[config.mk]
export PLATFORM = sky130hd
export DESIGN_NAME = axi4_stream_packet_master
export DESIGN_NICKNAME = d
export VERILOG_FILES = /design/src/rtl/axi4_stream_packet_master.sv
export SDC_FILE = /design/constraint.sdc
export NUM_CORES = 1
export LEC_CHECK = 0
export CAP_MARGIN = 20
export CELL_PAD_IN_SITES_DETAIL_PLACEMENT = 0
export CELL_PAD_IN_SITES_GLOBAL_PLACEMENT = 1
export CORE_UTILIZATION = 36
export DETAILED_ROUTE_END_ITERATION = 10
export GPL_ROUTABILITY_DRIVEN = 0
export PLACE_DENSITY_LB_ADDON = 0.08
export SLEW_MARGIN = 25
export SYNTH_ARGS = -nofsm -noshare
export SYNTH_HDL_FRONTEND = slang
export SYNTH_SLANG_ARGS = --single-unit
[constraint.sdc]
create_clock -name clk -period 2.7 [get_ports clk]
set_input_delay 0.54 -clock clk [delete_from_list [all_inputs] [get_ports clk]]
set_output_delay 0.54 -clock clk [all_outputs]
set_load 0.02 [all_outputs]
[src/rtl/axi4_stream_packet_master.sv]
// AXI4-Stream packet master: serialises NOPS operands onto the outbound stream, then collects one result packet.
// Optional inbound packet-length checking is enabled by defining AXIS_TLAST_CHECK_EN.
module axi4_stream_packet_master #(
   parameter int SZ   = 32,
   parameter int DSZ  = 8,
   parameter int NOPS = 2,
   parameter int RSZ  = 2*SZ
) (
   input  logic                clk,
   input  logic                rst,
   output logic                out_clk,
   input  logic                start,
   input  logic [NOPS*SZ-1:0]  ops,
   output logic                busy,
   output logic [RSZ-1:0]      res,
   output logic                res_valid,
   output logic                err,
   output logic [DSZ-1:0]      tdata_to_slave,
   output logic                tvalid_to_slave,
   output logic                tlast_to_slave,
   input  logic                tready_to_slave,
   input  logic [DSZ-1:0]      tdata_to_master,
   input  logic                tvalid_to_master,
   input  logic                tlast_to_master,
   output logic                tready_to_master
);
   localparam int OUT_BEATS = NOPS*SZ/DSZ;
   localparam int IN_BEATS  = RSZ/DSZ;
   localparam int OCW = (OUT_BEATS > 1) ? $clog2(OUT_BEATS) : 1;
   localparam int ICW = (IN_BEATS > 1) ? $clog2(IN_BEATS) : 1;

   typedef enum logic [1:0] {IDLE, SEND, RECV, DRAIN} state_t;
   state_t state, state_nxt;

   logic [NOPS*SZ-1:0] shadow;
   logic [RSZ-1:0]     stage, stage_nxt;
   logic [OCW-1:0]     out_cnt;
   logic [ICW-1:0]     in_cnt;
   logic out_hs, in_hs, out_last, in_last, len_short, len_long;

   assign out_clk  = clk;
   assign out_hs   = (state == SEND) && tready_to_slave;
   assign in_hs    = (state == RECV) && tvalid_to_master;
   assign out_last = (out_cnt == OCW'(OUT_BEATS-1));
   assign in_last  = (in_cnt == ICW'(IN_BEATS-1));

`ifdef AXIS_TLAST_CHECK_EN
   logic err_q;
   assign len_short = in_hs && tlast_to_master && !in_last;
   assign len_long  = in_hs && in_last && !tlast_to_master;
   assign err       = err_q;

   always_ff @(posedge clk) begin
      if (rst)                        err_q <= 1'b0;
      else if (len_short || len_long) err_q <= 1'b1;
      else if (state == IDLE && start) err_q <= 1'b0;
   end
`else
   assign len_short = 1'b0;
   assign len_long  = 1'b0;
   assign err       = 1'b0;
`endif

   always_comb begin
      stage_nxt = stage;
      stage_nxt[in_cnt*DSZ +: DSZ] = tdata_to_master;
   end

   always_ff @(posedge clk) begin
      if (rst) state <= IDLE;
      else     state <= state_nxt;
   end

   always_comb begin
      state_nxt = state;
      case (state)
         IDLE:  if (start) state_nxt = SEND;
         SEND:  if (out_hs && out_last) state_nxt = RECV;
         RECV: begin
            if (len_short)              state_nxt = IDLE;
            else if (len_long)          state_nxt = DRAIN;
            else if (in_hs && in_last)  state_nxt = IDLE;
         end
         DRAIN: if (tvalid_to_master && tlast_to_master) state_nxt = IDLE;
         default: state_nxt = IDLE;
      endcase
   end

   // Outputs decode registered state/counters only, so nothing is combinational from inputs.
   always_comb begin
      tvalid_to_slave  = (state == SEND);
      tlast_to_slave   = (state == SEND) && out_last;
      tdata_to_slave   = (state == SEND) ? shadow[out_cnt*DSZ +: DSZ] : '0;
      tready_to_master = (state == RECV) || (state == DRAIN);
      busy             = (state != IDLE);
   end

   always_ff @(posedge clk) begin
      if (rst) begin
         shadow    <= '0;
         stage     <= '0;
         res       <= '0;
         res_valid <= 1'b0;
         out_cnt   <= '0;
         in_cnt    <= '0;
      end else begin
         res_valid <= 1'b0;
         if (state == IDLE && start) begin
            shadow  <= ops;
            out_cnt <= '0;
            in_cnt  <= '0;
         end
         if (out_hs) out_cnt <= out_cnt + 1'b1;
         if (in_hs) begin
            stage  <= stage_nxt;
            in_cnt <= in_cnt + 1'b1;
            if (in_last && !len_long) begin
               res       <= stage_nxt;
               res_valid <= 1'b1;
            end
         end
      end
   end
endmodule

Word-level counts from Yosys, hierarchy flattened
Cells that the tools add are included.
W data, S select, Z words.
{"block": "op_classes", "addsub": 3, "eq_ne": 9, "shift": 3, "mux": 11, "n_bitwise": 1, "reduce_logical": 15}
{"op": "$bwmux W64", "count": 1}
{"op": "$shift A8 B34 Y64 const A", "count": 1}
{"op": "$shiftx A64 B7 Y8", "count": 1}
{"op": "$shiftx A8 B34 Y64", "count": 1}
{"op": "$neg A6 Y34", "count": 1}
{"op": "$mux W3", "count": 3}
{"op": "$mux W2", "count": 4}
{"op": "$mux W8", "count": 1}
{"op": "$pmux W2 S4", "count": 1}
{"op": "$logic_and A1 B1 Y1", "count": 7}
{"op": "$add A3 B1 Y3 const B", "count": 2}
{"op": "$eq A3 B3 Y1 const B", "count": 2}
{"op": "$reduce_bool A2 Y1", "count": 3}
{"op": "$eq A2 B2 Y1 const B", "count": 2}
{"op": "$ne A2 B1 Y1 const B", "count": 2}
{"op": "$ne A2 B2 Y1 const B", "count": 2}
{"op": "$reduce_and A4 Y1", "count": 1}
{"op": "$eq A2 B1 Y1 const B", "count": 1}
{"op": "$logic_not A2 Y1", "count": 1}
{"op": "$reduce_and A2 Y1", "count": 1}
{"op": "$reduce_or A2 Y1", "count": 1}
{"op": "$logic_or A1 B1 Y1", "count": 1}
{"op": "$mux W1", "count": 1}
{"op": "$not A1 Y1", "count": 1}
{"block": "word_totals", "ff_bits": 201, "word_cells": 49}

Logic depth before layout (Yosys ltp)
{"block": "depth", "depth_word": 5, "ltp_mapped": 12, "depth_no_buf": 6}

==> reports/qor.csv <==
metric,value,unit
synth top area cells,"dfxtp_1 45%, nand2_1 8.3%, a211oi_1 6.1%, mux2i_1 5.4%, a21oi_1 4.9%",
Core Area,24300,sq um
clk slew on worst S/H paths,0.05,ns
CP startpoint kind,clock port,
Initial Utilization,36.7,%
pre-CTS setup slack,0.302,ns
Total GRT Usage,21.7,%
synthesized area per cell,8.71,sq um
First-pass DRT Iterations,4,
Post-synth ARST share,0,%
max-capacitance violation count,0,
Post-synth EDFFs,0,
Syn-to-layout area delta,30.3,%
Synth Register Bits,201,
# DRC,0,
"commonest cells after routing, fill and taps aside","199 x dfxtp_1, 198 x nand2_1, 145 x clkdlybuf4s50_1",
"commonest non-fill, non-tap cell in the layout",dfxtp_1,
fmax,0.378,GHz
Detailed Place HPWL,18.0,mm
Slew headroom,39.4,%
fin crit share,98.6,%
post-layout min period,2.66,ns
vias per cell,5.33,
post-layout util,47.8,%
"Hold Vio Cnt, Final",0,
initial DRC count,398,
total power,0.00682,W
LEAKAGE,4.40,nW
Area after DPL,10800,sq um
design area,11600,sq um
first-pass GRT wire length,43.9,mm
pin count of the biggest net entering global routing,82,
"Seq/Total Area, Yosys",45.1,%
"Primary FF master, synth",dfxtp_1,
routed len/inst,18.5,microns
net count after synthesis,1110,
power per standard cell area,587,nW/um^2
maximum vdd drop,381,uV
initial antenna violation count,1,
Yosys top cell area share,45.1,%
DRT Wirelength,27.6,mm
GR Overflow Total,0,
mapped cell area,8910,sq um
Routed Antenna Nets,0,
kind of critical path,clk -> out,
setup violators final,0,
Worst Hold Margin,0.391,ns
Ports,157,
NumNets Final,1233,
layout cells sized above 1,11.2,%
post-synthesis cell count,1023,
DIE AREA,25400,sq um
post-synth top area cell,dfxtp_1,
fillcell total,2413,
Die W,159,microns
clk_lat worst skew,0.62,ns
Critical Path Fanout Max,2,
# port buffers,155,
outcome,"complete, no violations",
Final Slew Violations,0,
worst slew pin tran,0.909,ns
vias,7936,
CP required,2.16,ns
Critical Path Sink Type,output port,
WP data arrival,2.12,ns
vias in the first global route,7675,
Hold Path Class,in -> reg,
Yosys warning count,0,
Cell variety after synth,45,
post-route setup slack,0.0370,ns
num rows,57,
Max Clock Skew,0.00636,ns
CTS tree,built,
DIE HEIGHT,159,microns
## worst paths after layout
kind | cells after the start | slack [ns] | from | to
max | 3 | 0.04 | clk | out_clk
min | 3 | 0.39 | rst | stage[14]
max reg2reg | 5 | 0.37 | in_cnt[2] | stage[35]
min reg2reg | 2 | 0.45 | shadow[31] | shadow[31]
## per-layer routing
layer / global-route usage, % / vias up / part of all wire (%)
li1: - / 3964 / -
met1: 27.8 / 3709 / 44
met3: 6.10 / 47 / 6.5
met2: 35.2 / 214 / 47
met4: 6.95 / 2 / 2.8
met5: 0 / - / 0.047
## layout make-up
type	count	area [sq um]	area share [%]
flip-flops and latches	201	4030	34.7
clock inverters	3	17.5	0.151
clock buffers	44	807	6.95
well taps	324	405	3.49
inverters	6	22.5	0.194
multi-input cells	707	4390	37.8
diodes	1	2.50	0.0215
repair buffers	202	1940	16.7
## sequential cells by signal, indices dropped and copies added (netlist names)
signal and cells:
state 2, in_cnt 3, res_valid 1, res 64, shadow 64, stage 64, out_cnt 3
## cells in the mapped netlist, drive strengths merged (2+ instances only)
cell,n
o31ai,16
mux4,16
nor4bb,7
a22o,8
ha,9
nor2,11
nand4,22
or4b,2
inv,6
nor3,25
a31oi,33
nand2,201
buf,47
nor4b,3
and2,5
o311a,3
a211oi,73
nor3b,9
o21ai,80
dfxtp,201
nand3b,2
nand3,27
nor2b,5
mux2i,48
or2,3
a21oi,88
clkbuf,62
## cell families (layout without fill, tap and decap cells)
logic type                 after synthesis  in the layout  share of synthesized area, %
AOI/OAI and AO/OA                      304            304                          20.8
DFF                                    201            201                          45.1
muxes                                   64             64                          9.43
adders and majority gates                9              9                          1.26
other                                    1              2                        0.0421
and+or+nand+nor                        329            329                          17.6
buffers and inverters                  115            255                          5.71
## power by group
| part | switching [W] | internal [W] |
|---|---|---|
| Combinational | 0.000213 | 0.000215 |
| Sequential | 0.0000430 | 0.00302 |
| Clock | 0.00131 | 0.00202 |
| Total | 0.00156 | 0.00526 |
## critical path, cell delays in order
cell and delay, ns:
clkbuf_16 0.12, clkbuf_16 0.13, clkdlybuf4s50_1 0.52
## repair_timing
item	in CTS	in global routing
hold buffers	0	0
endpoints found under the setup margin	9	11
setup buffers	0	6
resized for setup	31	9
gates cloned	0	1
## through the flow
step / instances / TNS, ns
after floorplan: 1023 / 0
after global placement: 1434 / 0
after detailed placement: 1434 / 0
after CTS: 1480 / -0.105
after global routing: 1487 / -0.00231
final: 1488 / 0
No activity file was read; power rests on OpenSTA's default activity.
